[config.mk]
export PLATFORM = sky130hd
export DESIGN_NAME = stopwatch_ctrl
export DESIGN_NICKNAME = d
export VERILOG_FILES = /design/src/rtl/stopwatch_pkg.sv /design/src/rtl/btn_debounce.sv /design/src/rtl/stopwatch_ctrl.sv
export SDC_FILE = /design/constraint.sdc
export NUM_CORES = 1
export LEC_CHECK = 0
export ABC_AREA = 1
export ABC_CLOCK_PERIOD_IN_PS = 1800
export CELL_PAD_IN_SITES_DETAIL_PLACEMENT = 1
export CELL_PAD_IN_SITES_GLOBAL_PLACEMENT = 1
export CORE_MARGIN = 2
export CORE_UTILIZATION = 30
export DETAILED_ROUTE_END_ITERATION = 6
export PLACE_DENSITY = 0.62
export SLEW_MARGIN = 20
export SYNTH_ARGS = -nofsm -noshare
export SYNTH_HDL_FRONTEND = slang
export SYNTH_SLANG_ARGS = --single-unit
[constraint.sdc]
create_clock -name clk -period 1.8 [get_ports clk]
set_input_delay 0.27 -clock clk [delete_from_list [all_inputs] [get_ports clk]]
set_output_delay 0.27 -clock clk [all_outputs]
set_load 0.01 [all_outputs]
[src/rtl/stopwatch_pkg.sv]
// Shared definitions for the stopwatch control sequencer: FSM state
// encoding and the helpers that size the tick prescaler from the clock
// and tick rates.
package stopwatch_pkg;

  // FSM state encoding. These values are visible on the state output.
  typedef enum logic [1:0] {
    ST_IDLE  = 2'b00,
    ST_RUN   = 2'b01,
    ST_LAP   = 2'b10,
    ST_PAUSE = 2'b11
  } sw_state_e;

  // Number of clk cycles per counter increment.
  function automatic int unsigned tick_div_f(input int unsigned clk_hz,
                                             input int unsigned tick_hz);
    return clk_hz / tick_hz;
  endfunction

  // Prescaler width able to hold 0..div-1. Never narrower than one bit.
  function automatic int unsigned presc_w_f(input int unsigned div);
    return (div <= 2) ? 1 : $clog2(div);
  endfunction

  // The counter advances only while running, with or without lap hold.
  function automatic logic is_counting(input sw_state_e s);
    return (s == ST_RUN) || (s == ST_LAP);
  endfunction

endpackage

[src/rtl/btn_debounce.sv]
// Front-panel button conditioner: 2-FF synchronizer, stable-count
// debouncer and rising-edge detector producing a one-cycle press pulse.
// Release edges never produce a pulse.
//
// Build option STOPWATCH_DEBOUNCE_EN:
//   defined   - debouncer present; raw edge to press = 2 + DEBOUNCE_CYCLES + 1
//   undefined - debouncer bypassed; press taken from the synchronizer output
//               (raw edge to press = 3) and DEBOUNCE_CYCLES is ignored.
module btn_debounce
  import stopwatch_pkg::*;
#(
  parameter int unsigned DEBOUNCE_CYCLES = 500_000
) (
  input  logic clk,
  input  logic rst,
  input  logic btn,
  output logic press
);

  logic sync1;
  logic sync2;
  logic level;
  logic level_d;

  // Two-flop synchronizer for the asynchronous raw button.
  always_ff @(posedge clk or posedge rst) begin
    if (rst) begin
      sync1 <= 1'b0;
      sync2 <= 1'b0;
    end else begin
      sync1 <= btn;
      sync2 <= sync1;
    end
  end

`ifdef STOPWATCH_DEBOUNCE_EN
  localparam int unsigned CNT_W = $clog2(DEBOUNCE_CYCLES);

  logic [CNT_W-1:0] stable_cnt;
  logic             accepted;

  // Count consecutive samples that disagree with the accepted level; any
  // sample that agrees again restarts the count. The new level is taken
  // on the DEBOUNCE_CYCLES-th consecutive differing sample.
  always_ff @(posedge clk or posedge rst) begin
    if (rst) begin
      stable_cnt <= '0;
      accepted   <= 1'b0;
    end else if (sync2 == accepted) begin
      stable_cnt <= '0;
    end else if (stable_cnt == CNT_W'(DEBOUNCE_CYCLES - 1)) begin
      stable_cnt <= '0;
      accepted   <= sync2;
    end else begin
      stable_cnt <= stable_cnt + 1'b1;
    end
  end

  assign level = accepted;
`else
  assign level = sync2;
`endif

  // Previous accepted level, for rising-edge detection.
  always_ff @(posedge clk or posedge rst) begin
    if (rst) begin
      level_d <= 1'b0;
    end else begin
      level_d <= level;
    end
  end

  // Press is combinational off the accepted level so the FSM consumes it
  // on the very next edge.
  assign press = level & ~level_d;

endmodule

[src/rtl/stopwatch_ctrl.sv]
// Stopwatch control sequencer. Conditions the start/stop and lap/clear
// buttons, runs the IDLE/RUN/LAP/PAUSE machine, generates the count-enable
// tick and clear pulse for the 0-9999 BCD counter, and drives the display
// freeze level used for lap hold.
//
// Build option STOPWATCH_DEBOUNCE_EN selects whether the button debouncers
// are present (see btn_debounce).
//
// Handshake: there is none. count_en and count_clr are single-cycle
// strobes the counter must act on in the cycle they are high; at_max is a
// level from the counter sampled every cycle. The strobes are never high
// together.
module stopwatch_ctrl
  import stopwatch_pkg::*;
#(
  parameter int unsigned CLK_HZ          = 50_000_000,
  parameter int unsigned TICK_HZ         = 1000,
  parameter int unsigned DEBOUNCE_CYCLES = 500_000
) (
  input  logic       clk,
  input  logic       rst,
  input  logic       btn_start,
  input  logic       btn_lap,
  input  logic       at_max,
  output logic       count_en,
  output logic       count_clr,
  output logic       disp_freeze,
  output logic [1:0] state
);

  localparam int unsigned TICK_DIV = tick_div_f(CLK_HZ, TICK_HZ);
  localparam int unsigned PRESC_W  = presc_w_f(TICK_DIV);

  sw_state_e          state_q;
  sw_state_e          state_d;
  logic               start_press;
  logic               lap_press;
  logic               s_press;
  logic               l_press;
  logic [PRESC_W-1:0] presc;
  logic               tick;
  logic               en_d;
  logic               clr_d;
  logic               frz_d;

  btn_debounce #(
    .DEBOUNCE_CYCLES(DEBOUNCE_CYCLES)
  ) u_start_btn (
    .clk  (clk),
    .rst  (rst),
    .btn  (btn_start),
    .press(start_press)
  );

  btn_debounce #(
    .DEBOUNCE_CYCLES(DEBOUNCE_CYCLES)
  ) u_lap_btn (
    .clk  (clk),
    .rst  (rst),
    .btn  (btn_lap),
    .press(lap_press)
  );

  // A start press in the same cycle as a lap press wins; the lap is dropped.
  assign s_press = start_press;
  assign l_press = lap_press & ~start_press;

  // Tick prescaler: runs only while counting and restarts from zero on
  // every resume, so the first increment always comes a full period later.
  always_ff @(posedge clk or posedge rst) begin
    if (rst) begin
      presc <= '0;
    end else if (!is_counting(state_q)) begin
      presc <= '0;
    end else if (presc == PRESC_W'(TICK_DIV - 1)) begin
      presc <= '0;
    end else begin
      presc <= presc + 1'b1;
    end
  end

  assign tick = is_counting(state_q) && (presc == PRESC_W'(TICK_DIV - 1));

  // State register, with the strobes and freeze level registered alongside.
  always_ff @(posedge clk or posedge rst) begin
    if (rst) begin
      state_q     <= ST_IDLE;
      count_en    <= 1'b0;
      count_clr   <= 1'b0;
      disp_freeze <= 1'b0;
    end else begin
      state_q     <= state_d;
      count_en    <= en_d;
      count_clr   <= clr_d;
      disp_freeze <= frz_d;
    end
  end

  // Next-state logic: start press first, then lap press, then saturation.
  always_comb begin
    state_d = state_q;
    case (state_q)
      ST_IDLE: begin
        if (s_press) state_d = ST_RUN;
      end
      ST_RUN: begin
        if (s_press)      state_d = ST_PAUSE;
        else if (l_press) state_d = ST_LAP;
        else if (at_max)  state_d = ST_PAUSE;
      end
      ST_LAP: begin
        if (s_press)      state_d = ST_PAUSE;
        else if (l_press) state_d = ST_RUN;
        else if (at_max)  state_d = ST_PAUSE;
      end
      ST_PAUSE: begin
        if (s_press) begin
          if (!at_max) state_d = ST_RUN;
        end else if (l_press) begin
          state_d = ST_IDLE;
        end
      end
      default: state_d = ST_IDLE;
    endcase
  end

  // Output logic: clear only from IDLE/PAUSE and increment only from
  // RUN/LAP, so the two strobes can never coincide.
  always_comb begin
    clr_d = l_press && ((state_q == ST_IDLE) || (state_q == ST_PAUSE));
    en_d  = tick && !at_max;
    frz_d = (state_d == ST_LAP);
  end

  assign state = state_q;

endmodule

# ---- Word-level counts from Yosys, hierarchy flattened
# Cells that the tools add are included.
# Widths: inputs -> output; s select.
dict set report word_totals {
  regBits 27
  in_bits 5
  wordCells 42
}
dict set report op_classes {
  n_addsub 1
  n_eq_ne 5
  mux 12
  bitwise_logic 6
  n_reduce_logical 7
}
# operator n
set ops {}
lappend ops {{$mux 16} 2}
lappend ops {{$mux 2} 9}
lappend ops {{$add 16x1->16 const B} 1}
lappend ops {{$eq 16x16->1 const B} 1}
lappend ops {{$pmux 2 s4} 1}
lappend ops {{$eq 2x2->1 const B} 3}
lappend ops {{$and 1x1->1} 3}
lappend ops {{$logic_and 1x1->1} 3}
lappend ops {{$not 1->1} 3}
lappend ops {{$eq 2x1->1 const B} 1}
lappend ops {{$logic_not 2->1} 1}
lappend ops {{$logic_or 1x1->1} 2}
lappend ops {{$logic_not 1->1} 1}

# ---- Depth between registers and ports, before layout
dict set report depth {
  word_depth 8
  depth_mapped 10
}

# ---- By module
# From an unflattened synthesis, not the netlist that was laid out.
dict set report hier_totals {
  hier_cells 170
  hier_area_um2 1421.4
}
# module instances cells_per_inst area_per_inst_um2 seq_area_each_um2
set by_module_without_submodules {}
lappend by_module_without_submodules {stopwatch_ctrl 1 158 1243.7 525.5}
lappend by_module_without_submodules {btn_debounce 2 6 88.8 75.1}

# ---- Least setup slack after synthesis
# OpenSTA, ideal clock, no wires.
dict set report synth_path {
  path_kind {register to register}
  from {register state_q[1] (netlist: state[1])}
  to {register presc[15]}
  setup_ns 0.071
  arrival_time_ns 1.343
  required_ns 1.729
  slack_ns 0.386
  stages_incl_launch_ff 7
  path_buffers 0
  period_less_slack_ns 1.414
  path_cell_list {dfrtp_1 inv_1 ha_1 clkinv_1 a21oi_1 nand2_1 nor2_1}
}
dict set report synth_via {
  elab_chain_len 3
  word_cells_on_any_way 4
  classes_between {2 x eq/ne; 1 x mux; 1 x reduce/logical}
}
# item line_no
set synth_lines {}
lappend synth_lines {{start: declaration} stopwatch_ctrl.sv:34} ;# sw_state_e state_q;
lappend synth_lines {{start signal: assignment} stopwatch_ctrl.sv:92} ;# state_q <= state_d;
lappend synth_lines {{$eq 2x1->1 / $eq 2x2->1 (equally long branches)} stopwatch_pkg.sv:27} ;# return (s == ST_RUN) || (s == ST_LAP);
lappend synth_lines {{$logic_or 1x1->1 (*)} stopwatch_pkg.sv:27}
lappend synth_lines {{$mux 16 (*)} stopwatch_ctrl.sv:73} ;# end else if (!is_counting(state_q)) begin
lappend synth_lines {{end signal: assignment} stopwatch_ctrl.sv:78} ;# presc <= presc + 1'b1;
lappend synth_lines {{end: declaration} stopwatch_ctrl.sv:40} ;# logic [PRESC_W-1:0] presc;
# Every way passes the cells marked *; elsewhere a longest branch is shown, timed or not.

# ---- Final worst setup path
dict set report layout_path {
  from {register state_q[1] (netlist: state[1])}
  to {register presc[9]}
}
# Same word-level chain as after synthesis.

==> results.toml <==
[outcome]
status = "finished clean"

[route]
routed_wirelength_mm = 2.922
vias_per_cell = 4.616
route.detailed.drc = 0
drtIter0Drc = 48
drtAntennaViolNets = 0
wl_per_cell_um = 12.76
via_count = 1057
firstDrtPassIters = 4

[clock_network]
clock_latency_ns = 0.28
cts_tree = "done"
path_clk_slew_ns = 0.10
cts_hold_buf = 0
cts_buffer_depth = 2
cts.sink_count = 27
cts_buffers = 3
htreeDepth = 1
cts-root-buf = "clkbuf_8"

[timing]
tns_ns = 0
setup_ws_ns = 0.2070
period_needed_ns = 1.593
fin_worst_skew_ns = 0.009658
hold_viol = 0
rsz0062_at_grt = "no"
clock.fmax_mhz = 627.8
period_share_pct = 88.50
setup_violations = 0
slew_violations = 0
worstMarginPinSlew_ns = 0.3525
slew-limit-headroom_pct = 76.50

[floorplan]
start_util_pct = 30.95
fp.coreArea_sq_um = 4354
die_w_um = 71.02
rows = 24
die_h_um = 71.02
io-pin-count = 10
die_area_sq_um = 5044

[layout]
nFillCells = 540
nNetsFinal = 188
syn_to_final_growth_pct = 15.97
post-route-util_pct = 35.89
final_common_cell = "nand2_1"
antenna_cells = 0
drive_above_1_share_pct = 10.73
stdcell_area_sq_um = 1563
mostFrequentLayoutCells = "nand2_1 (32), nor2_1 (28), dfrtp_1 (27), inv_1 (23), nand3_1 (12)"

[logic_synthesis]
muxShareOfSynthArea_pct = 0
synth_compound_gate_area_share_pct = 3.343
ys_types = 18
synth_xor_area_share_pct = 3.900
syn_area_sq_um = 1348
synthAdderAreaFrac_pct = 4.643
synthCells = 163
ys_warn_count = 0
synth_top_family_by_area = "simple AND/OR/NAND/NOR gates"
avgSynthCellArea_sq_um = 8.267
yosys.area_share.simple_pct = 30.45
synth_seq_area_share_pct = 50.14
synth.net_count = 173
synth-seq-cells = 27

[worst_setup_path]
r2r_start = "state[1]"
cp.arrival_ns = 1.80
path_cells = "inv_1, ha_1, clkinvlp_4, a21oi_1, nand2_1, nor2_1"
worstPathBufferInverterCount = 2
r2r-end = "presc[9]"
crit_family = "flip-flops"
startpoint_type = "flop"
crit_fanout = 9
endpoint_kind = "flop"
slowest_stage = "dfrtp_1"
required_ns = 2.00
crit_type = "reg -> reg"
r2r_setup_slack_ns = 0.21
max_stage_delay_ns = 0.45
ff2ff_path_depth = 6

[power_and_ir_drop]
power_frac_seq_pct = 44.3
intPower_uw = 1034
p_leak_uw = 0.0007298
power.total_uw = 1641
comb_power_share_pct = 34.2
power_density_nw_per_um2 = 1050
p_sw_uw = 607.3
sw_frac_of_total_pct = 37.01
pwr-share-clk_pct = 21.5
worst_ir_drop_vdd_mv = 0.3634

[global_route]
grtUsageTotal_pct = 13.39
grt_max_degree = 28
grt_remaining_overflow = 0
antenna_found_initial = 0
first_global_vias = 1186
grt_pass1_wl_mm = 5.437

[placed_design]
gp_congestion = 0.8467
post-place-ws_ns = 0.1480
placed_area_sq_um = 1510
post-dp-hpwl_mm = 2.293
port_buffers = 9

[min_path]
hp-class = "in -> async"

[flow_run]
cap_violations = 0
through the flow:
stage / cells / hold slack (ns)
after floorplan: 163 / 0.3014
after global placement: 225 / 0.3325
after detailed placement: 225 / 0.3396
after CTS: 229 / 0.3602
after global routing: 229 / 0.3739
final: 229 / 0.3542
cells in the mapped netlist, drive strengths merged:
cell type / count / area (sq um)
inv: 26 / 97.59
xnor2: 1 / 8.760
a21oi: 6 / 30.03
nand2: 37 / 151.4
xor2: 5 / 43.79
o21ai: 3 / 15.01
ha: 5 / 62.56
clkinv: 1 / 3.750
nor2: 31 / 138.9
nand3: 12 / 60.06
nor3: 5 / 35.03
nand4: 4 / 25.02
dfrtp: 27 / 675.7
sequential cells by signal, summed over array words and instances (netlist names):
name                 count
count_en                 1
u_start_btn.level_d      1
u_lap_btn.sync1          1
u_lap_btn.level          1
presc                   16
u_lap_btn.level_d        1
u_start_btn.level        1
count_clr                1
u_start_btn.sync1        1
state                    2
disp_freeze              1
cell type report:
cell class              count  area [sq um]  share of cell area (%)
well taps                  52         65.06                   4.163
inverters                  27         105.1                   6.725
flip-flops and latches     27         675.6                   43.23
multi-input cells         109         570.5                   36.51
clock buffers               3         41.29                   2.642
repair buffers             10         97.59                   6.245
clock inverters             1         7.507                  0.4804
tightest hold or removal path, cell delays in order:
cell	delay (ns)
clkdlybuf4s50_1	0.40
inv_1	0.05
buf_4	0.32
worst max-delay path by stage:
stage	from	to	slack, ns	cells after the start
global route	state[1]	presc[9]	0.02	6
detailed placement	state[1]	presc[9]	0.15	6
global placement	state[1]	presc[9]	0.27	6
finish	state[1]	presc[9]	0.21	6
floorplan	state[1]	presc[15]	0.39	6
CTS	state[1]	presc[9]	0.12	6
layer usage:
| layer | track usage, % | wire, um | vias up |
|---|---|---|---|
| met1 | 17.18 | 1298 | 516 |
| met3 | 1.709 | 64 | 2 |
| li1 | - | - | 529 |
| met2 | 23.36 | 1535 | 10 |
| met4 | 4.403 | 23 | 0 |
| met5 | 0 | 0 | - |
timing repair:
action	4_1_cts	5_1_grt
buffers inserted	0	0
hold endpoints to repair	0	0
resized for setup	0	1
setup endpoints to repair	0	2
power groups by stage:
| stage | combinational, uW | sequential, uW | clock, uW |
|---|---|---|---|
| 6_report | 561 | 726 | 353 |
| 5_1_grt | 640 | 739 | 397 |
| 4_1_cts | 556 | 728 | 375 |
| 3_5_place_dp | 553 | 740 | 0 |
| 3_3_place_gp | 531 | 732 | 0 |
| 2_1_floorplan | 352 | 743 | 0 |
cells by family after synthesis:
family | Yosys count
AOI/OAI and AO/OA | 9
xor gates and xnor gates | 6
and+or+nand+nor | 89
DFF | 27
buffers and inverters | 27
adders and majority gates | 5
No activity file was read; power rests on OpenSTA's default activity.
